`config.mk`:
```
export PLATFORM = sky130hd
export DESIGN_NAME = branch_predictor
export DESIGN_NICKNAME = d
export VERILOG_FILES = /design/src/rtl/bp_pkg.sv /design/src/rtl/bp_sat_counter2.sv /design/src/rtl/branch_predictor.sv
export SDC_FILE = /design/constraint.sdc
export NUM_CORES = 1
export LEC_CHECK = 0
export ABC_AREA = 1
export BUFFER_PORTS_ARGS = -buffer_cell sky130_fd_sc_hd__buf_4
export CORE_AREA = 2 2 153 155
export DETAILED_ROUTE_END_ITERATION = 10
export DIE_AREA = 0 0 155 157
export GPL_TIMING_DRIVEN = 1
export PLACE_DENSITY = 0.81
export SYNTH_ARGS = -nofsm -noshare
export SYNTH_HDL_FRONTEND = slang
export SYNTH_SLANG_ARGS = --single-unit
```
`constraint.sdc`:
```
create_clock -name clk -period 10.4 [get_ports clk]
set_clock_uncertainty 0.2 [all_clocks]
set_input_delay 1.56 -clock clk [delete_from_list [all_inputs] [get_ports clk]]
set_output_delay 1.56 -clock clk [all_outputs]
set_load 0.05 [all_outputs]
```
`src/rtl/bp_pkg.sv`:
```
// Shared definitions for the branch predictor.
// Holds the 2-bit saturating counter encoding, the value every pattern-history
// entry takes on reset, and a saturating increment for the statistics counters.
package bp_pkg;

  typedef enum logic [1:0] {
    SNT = 2'b00,  // strongly not taken
    WNT = 2'b01,  // weakly not taken
    WT  = 2'b10,  // weakly taken
    ST  = 2'b11   // strongly taken
  } ctr_t;

  localparam ctr_t CTR_RESET = WNT;

  // Increments by one but holds at all-ones instead of wrapping to zero.
  function automatic logic [31:0] sat_inc32(input logic [31:0] val);
    return (val == 32'hFFFF_FFFF) ? val : val + 32'd1;
  endfunction

endpackage

```
`src/rtl/bp_sat_counter2.sv`:
```
// Combinational next-state function for one 2-bit saturating counter.
// Ports:
//   cur   - current counter value
//   taken - resolved outcome; 1 moves toward ST, 0 moves toward SNT
//   nxt   - next counter value, held at ST/SNT at the ends
module bp_sat_counter2
  import bp_pkg::*;
(
  input  ctr_t cur,
  input  logic taken,
  output ctr_t nxt
);

  always_comb begin
    nxt = cur;
    unique case (cur)
      SNT: nxt = taken ? WNT : SNT;
      WNT: nxt = taken ? WT  : SNT;
      WT:  nxt = taken ? ST  : WNT;
      ST:  nxt = taken ? ST  : WT;
      default: nxt = cur;
    endcase
  end

endmodule

```
`src/rtl/branch_predictor.sv`:
```
// Bimodal branch predictor: a table of 2**PHT_BITS 2-bit saturating counters
// indexed by instruction word address, with execute-stage resolution and
// resolved/mispredicted branch statistics.
// Ports:
//   clk, rst       - clock; asynchronous active-high reset
//   pcD, branchD   - decode-stage lookup; pred_takeD is the prediction
//   stallE         - execute stage held; the table only updates when released
//   pcE, branchE   - execute-stage branch being resolved
//   pred_takeE     - prediction that travelled with the branch
//   actual_takeE   - resolved outcome
//   pc_branchE     - branch target
//   pc_plus4E      - delay-slot address
//   mispredE       - prediction was wrong, fetch must be redirected
//   redirect_pcE   - correct next fetch address
//   branch_cnt     - number of resolved branches (saturating)
//   mispred_cnt    - number of mispredicted branches (saturating)
module branch_predictor
  import bp_pkg::*;
#(
  parameter int PHT_BITS = 6
) (
  input  logic        clk,
  input  logic        rst,
  input  logic [31:0] pcD,
  input  logic        branchD,
  output logic        pred_takeD,
  input  logic        stallE,
  input  logic [31:0] pcE,
  input  logic        branchE,
  input  logic        pred_takeE,
  input  logic        actual_takeE,
  input  logic [31:0] pc_branchE,
  input  logic [31:0] pc_plus4E,
  output logic        mispredE,
  output logic [31:0] redirect_pcE,
  output logic [31:0] branch_cnt,
  output logic [31:0] mispred_cnt
);

  localparam int PHT_ENTRIES = 2 ** PHT_BITS;

  ctr_t pht_q [PHT_ENTRIES];
  ctr_t pht_d [PHT_ENTRIES];

  logic [31:0] branch_cnt_q, branch_cnt_d;
  logic [31:0] mispred_cnt_q, mispred_cnt_d;

  logic [PHT_BITS-1:0] rd_idx;
  logic [PHT_BITS-1:0] upd_idx;
  logic                commit;
  ctr_t                upd_cur;
  ctr_t                upd_nxt;

  // Instructions are word aligned, so the two low pc bits carry no information.
  assign rd_idx  = pcD[PHT_BITS+1:2];
  assign upd_idx = pcE[PHT_BITS+1:2];

  // A stalled branch is seen on several cycles; only the releasing cycle counts.
  assign commit  = branchE & ~stallE;

  // Reads come straight from the flops, so a same-cycle update is not visible
  // until the next cycle.
  assign pred_takeD = branchD & pht_q[rd_idx][1];

  assign mispredE     = branchE & (pred_takeE ^ actual_takeE);
  // Not-taken resumes after the delay slot, which has already been fetched.
  assign redirect_pcE = actual_takeE ? pc_branchE : (pc_plus4E + 32'd4);

  assign upd_cur = pht_q[upd_idx];

  bp_sat_counter2 u_sat_counter2 (
    .cur   (upd_cur),
    .taken (actual_takeE),
    .nxt   (upd_nxt)
  );

  always_comb begin
    pht_d = pht_q;
    if (commit) begin
      pht_d[upd_idx] = upd_nxt;
    end
  end

  always_comb begin
    branch_cnt_d  = branch_cnt_q;
    mispred_cnt_d = mispred_cnt_q;
    if (commit) begin
      branch_cnt_d = sat_inc32(branch_cnt_q);
      if (mispredE) begin
        mispred_cnt_d = sat_inc32(mispred_cnt_q);
      end
    end
  end

  always_ff @(posedge clk or posedge rst) begin
    if (rst) begin
      for (int i = 0; i < PHT_ENTRIES; i++) begin
        pht_q[i] <= CTR_RESET;
      end
      branch_cnt_q  <= '0;
      mispred_cnt_q <= '0;
    end else begin
      pht_q         <= pht_d;
      branch_cnt_q  <= branch_cnt_d;
      mispred_cnt_q <= mispred_cnt_d;
    end
  end

  assign branch_cnt  = branch_cnt_q;
  assign mispred_cnt = mispred_cnt_q;

endmodule

```
# Word level (Yosys, flattened, before mapping)
# Index checks and enable logic that the tools add are counted.
op_classes:
  eq_ne: 5
  add_sub_neg: 3
  n_bitwise: 9
  magnitude_cmp: 3
  muxes: 15
  reduce_logical: 4
op_table:
  columns: ["cell", "count"]
  rows:
  - ["$bwmux 128", 1]
  - ["$add 32x1->32 const B", 2]
  - ["$eq 32x32->1 const B", 2]
  - ["$add 32x3->32 const B", 1]
  - ["$mux 32", 1]
  - ["$bmux 2 s6", 2]
  - ["$ge 7x7->1 const B", 2]
  - ["$mux 2", 7]
  - ["$not 6->7", 2]
  - ["$demux 2 s6", 1]
  - ["$pmux 2 s4", 1]
  - ["$lt 7x1->1 const B", 1]
  - ["$eq 2x2->1 const B", 2]
  - ["$and 1x1->1", 3]
  - ["$not 1->1", 3]
  - ["$reduce_and 3->1", 1]
  - ["$eq 2x1->1 const B", 1]
  - ["$logic_not 2->1", 1]
  - ["$mux 1", 2]
  - ["$reduce_and 2->1", 1]
  - ["$logic_and 1x1->1", 1]
  - ["$xor 1x1->1", 1]
word_totals:
  out_inout_bits: 98
  register_bits: 192

# Longest topological paths before layout
depth:
  depth_word: 7
  ltp_mapped: 17
  depth_no_buf: 15

# By module
# A second synthesis with hierarchy kept.
unflattened:
  cells_unflattened: 1647
  hier_area_um2: 11552.3
by_module_without_submodules:
  columns: ["module", "area_each_um2", "cells_each", "seq_area_each_um2", "n_inst"]
  rows:
  - ["branch_predictor", 11531.1, 1642, 4884.7, 1]
  - ["bp_sat_counter2", 21.3, 5, 0.0, 1]

# Worst setup path after synthesis
# Ideal clock, no wire load.
synth_timing:
  path_type: "input-to-output"
  startpoint: "input pc_plus4E[2]"
  endpoint: "output redirect_pcE[18]"
  n_path_buf: 0
  arrival_time_ns: 3.734
  path_stages: 9
  setup_slack_ns: 4.906
  cell_sequence: "ha_1 nand2_1 nor3_2 nand2_1 nor2_2 nand3_1 nor2_2 xnor2_1 o21ai_0"
synth_between:
  elab_chain_cells: 2
synth_rtl:
  columns: ["element", "line", "rtl"]
  rows:
  - ["start: declaration", "branch_predictor.sv:33", "input logic [31:0] pc_plus4E,"]
  - ["$add 32x3->32", "branch_predictor.sv:67", "assign redirect_pcE = actual_takeE ? pc_branchE : (pc_plus4E + 32'd4);"]
  - ["$mux 32", "branch_predictor.sv:67", null]
  - ["end: declaration", "branch_predictor.sv:35", "output logic [31:0] redirect_pcE,"]
# Every way passes these cells.

# Worst setup path in the final report
layout_timing:
  startpoint: "input pcD[2]"
  endpoint: "output pred_takeD"
layout_between:
  elab_chain_cells: 5
layout_rtl:
  columns: ["element", "line", "rtl"]
  rows:
  - ["start: declaration", "branch_predictor.sv:24", "input logic [31:0] pcD,"]
  - ["$not 6->7 (implied by the code)", "branch_predictor.sv:63", "assign pred_takeD = branchD & pht_q[rd_idx][1];"]
  - ["$bmux 2 s6", "branch_predictor.sv:63", null]
  - ["$mux 2 (implied by the code) (2 in series)", "branch_predictor.sv:63", null]
  - ["$and 1x1->1", "branch_predictor.sv:63", null]
  - ["end: declaration", "branch_predictor.sv:26", "output logic pred_takeD,"]
# Every way passes these cells. The select of a mux whose other input is x is not followed.

==> results.py <==
metrics = {
    "cts": {
        "insertion_delay_ns": 0.45,
        "cts_made_buffers": 17,
        "holdBufCountCts": 0,
        "cts_tree": "yes",
        "clock_path_buffers": 2,
        "cts_setup_buffers": 0,
        "path_clk_slew_ns": 0.07,
        "cts_resized": 0,
        "htree_levels": 4,
        "clkSinkCount": 192,
        "clockRootBuffer": "clkbuf_16",
    },
    "synthesis": {
        "synth_xor_area_share_pct": 5.655,
        "syn_area_um2": 12240,
        "yosys-mux-area-fraction_pct": 0,
        "synth-seq-area-share_pct": 39.92,
        "synth-compound-area-share_pct": 3.825,
        "synth_adder_area_share_pct": 0.3068,
        "avgSynthCellArea_um2": 6.543,
        "ys_ff_latch": 192,
        "yosys.area_share.simple_pct": 41.70,
        "yosysWarnings": 0,
        "syn_nets": 2008,
        "synth.distinct_cells": 33,
        "synth_top_family_by_area": "simple AND/OR/NAND/NOR gates",
        "synth_cells": 1870,
    },
    "setup_path": {
        "cp_cell_sequence": "buf_4 -> inv_1 -> a21oi_1 -> o21ai_0 -> o211ai_1 -> nand3_1 -> nand3_1 -> nand3_1 -> a21boi_0 -> buf_4",
        "cpPeakStageDelay_ns": 0.56,
        "critPathMaxFanout": 34,
        "ff2ff_setup_slack_ns": 7.32,
        "cp-end-kind": "output port",
        "cpMostUsedCell": "nand3_1",
        "startpoint_type": "input pin",
        "arrival_ns": 3.83,
        "crit_required_ns": 8.64,
        "cp_slowest_cell": "inv_1",
        "worst-setup-path-type": "in -> out",
    },
    "timing": {
        "setup-violations-final": 0,
        "tns_ns": 0,
        "whs_ns": 0.2677,
        "fin_crit_ns": 5.588,
        "hold_viol": 0,
        "rsz0062_at_grt": "no",
        "fin_crit_sh_pct": 53.73,
        "timing.final.ws_setup_ns": 4.812,
        "worstMarginPinSlew_ns": 1.034,
        "slew_headroom_pct": 30.96,
        "max_freq_mhz": 178.9,
        "slew_violations": 0,
    },
    "outcome": {
        "status": "complete, no violations",
    },
    "die": {
        "io_pins": 233,
        "die_w_um": 155,
        "dieArea_um2": 24340,
        "fp-row-count": 55,
        "core_um2": 22500,
        "die_h_um": 157,
        "start_util_pct": 54.37,
    },
    "cells_and_area": {
        "fill_cells": 1972,
        "drive_above_1_share_pct": 14.45,
        "finish.net_count": 2146,
        "syn_to_final_growth_pct": 16.32,
        "final_area_um2": 14230,
        "n_antenna_cell": 0,
    },
    "hold_path": {
        "hp-class": "reg -> reg",
    },
    "drt": {
        "wl_um": 35890,
        "wire_per_inst_um": 15.56,
        "drc": 0,
        "postRouteAntennaNets": 0,
        "route.vias.total": 12519,
        "viasPerCell": 5.429,
        "dr.pass1.iters": 6,
        "first_iter_violations": 1236,
    },
    "global_route": {
        "grt.overflow.total": 0,
        "grt_pass1_vias": 11911,
        "antenna_found_initial": 0,
        "grt_pass1_wl_um": 57900,
        "grt_usage_pct": 29.61,
        "grt_max_degree": 116,
    },
    "power": {
        "power.density_nw_per_um2": 139.6,
        "total_power_w": 0.001987,
        "p_leak_nw": 7.287,
        "ir_worst_vdd_mv": 0.1715,
    },
    "placement": {
        "portBuffers": 180,
        "place_area_um2": 13610,
        "dpl.hpwl_um": 23770,
        "place_ws_ns": 4.916,
        "gp_congestion": 0.9460,
    },
    "job": {
        "maxCapViolCount": 0,
    },
}
[through the flow]
| stage | utilization (%) | std cells |
|---|---|---|
| floorplan | - | 1870 |
| global placement | 60.48 | 2274 |
| detailed placement | 60.48 | 2274 |
| CTS | 63.25 | 2306 |
| global route | 63.25 | 2306 |
| finish | 63.25 | 2306 |
[cells in the final DEF (no fill, tap or decap), types with 24 or more instances in the layout]
cell and n:
nand4_1 24, xnor2_1 28, o21ai_0 44, xor2_1 51
buf_4 184, inv_1 173, nor3_1 46, nand2_1 867
dfrtp_1 128, nand3_1 132, dfstp_2 64, nor2_1 178
[sequential cells by signal, summed over array words and instances (netlist names)]
| signal | cells |
|---|---|
| branch_cnt | 32 |
| mispred_cnt | 32 |
| pht_q | 128 |
[layer usage]
| layer | up-vias | share of wire (%) | wire [um] | track usage [%] |
|---|---|---|---|---|
| li1 | 6058 | - | - | - |
| met1 | 5794 | 41 | 14860 | 39.31 |
| met2 | 577 | 47 | 16900 | 48.49 |
| met3 | 90 | 8.7 | 3105 | 5.672 |
| met4 | 0 | 2.8 | 1018 | 10.76 |
| met5 | - | 0 | 0 | 0 |
[layout make-up]
| class | instances | area [um^2] | share of cell area, % |
|---|---|---|---|
| multi-input cells | 1433 | 6305 | 44.30 |
| flip-flops and latches | 192 | 4885 | 34.32 |
| repair buffers | 184 | 1381 | 9.705 |
| inverters | 180 | 683.2 | 4.800 |
| clock buffers | 17 | 425.4 | 2.989 |
| well taps | 285 | 356.6 | 2.505 |
| clock inverters | 15 | 196.4 | 1.380 |
[power breakdown]
group	internal, W	switching (W)	total [W]
combinational	0.000126	0.000302	0.000428
sequential	0.000815	0.0000464	0.000861
clock	0.000368	0.000329	0.000697
[cells in the mapped netlist]
master    number  area share (%)
nor4_1         8            0.41
buf_2         18            0.74
nand2_4        2            0.18
o21ai_0       44             1.8
buf_1          2           0.061
nand3b_1       1           0.061
nand2_2        2            0.10
inv_2          3           0.092
xnor2_1       28             2.0
ha_1           3            0.31
o31ai_1        2            0.12
dfrtp_1      128              26
o221ai_1       4            0.29
nor3_2         1           0.082
inv_1        174             5.3
o21ai_1        6            0.25
xor2_1        51             3.7
nand3_1      133             5.4
nor2_2         2            0.10
a21oi_1       17            0.70
nand2_1      867              27
clkbuf_1      23            0.71
nand4_1       24             1.2
dfstp_2       64              14
buf_4         15            0.92
o21bai_1       2            0.12
buf_6          7            0.64
or2_1          3            0.15
a21boi_0       2            0.12
clkinv_1       3           0.092
o211ai_1       7            0.43
nor2_1       178             5.5
nor3_1        46             1.9
[final timing paths]
path	start	to	cells past startpoint
max	pcD[2]	pred_takeD	10
min	pht_q[116]	pht_q[116]	2
min reg2reg	pht_q[116]	pht_q[116]	2
min in group asynchronous	rst	branch_cnt[22]	2
max in group asynchronous	rst	pht_q[119]	3
max reg2reg	mispred_cnt[0]	mispred_cnt[20]	9
[worst max-delay path: cells and delay by family]
family | cells | cell delay [ns]
and+or+nand+nor | 3 | 0.41
AOI/OAI and AO/OA | 4 | 0.70
buffers and inverters | 3 | 1.12
[cell families after synthesis]
group                      Yosys count
and+or+nand+nor                   1267
xor gates and xnor gates            79
DFF                                192
adders and majority gates            3
buffers and inverters              245
AOI/OAI and AO/OA                   84
Note: power is estimated with default switching activity, not from simulation.
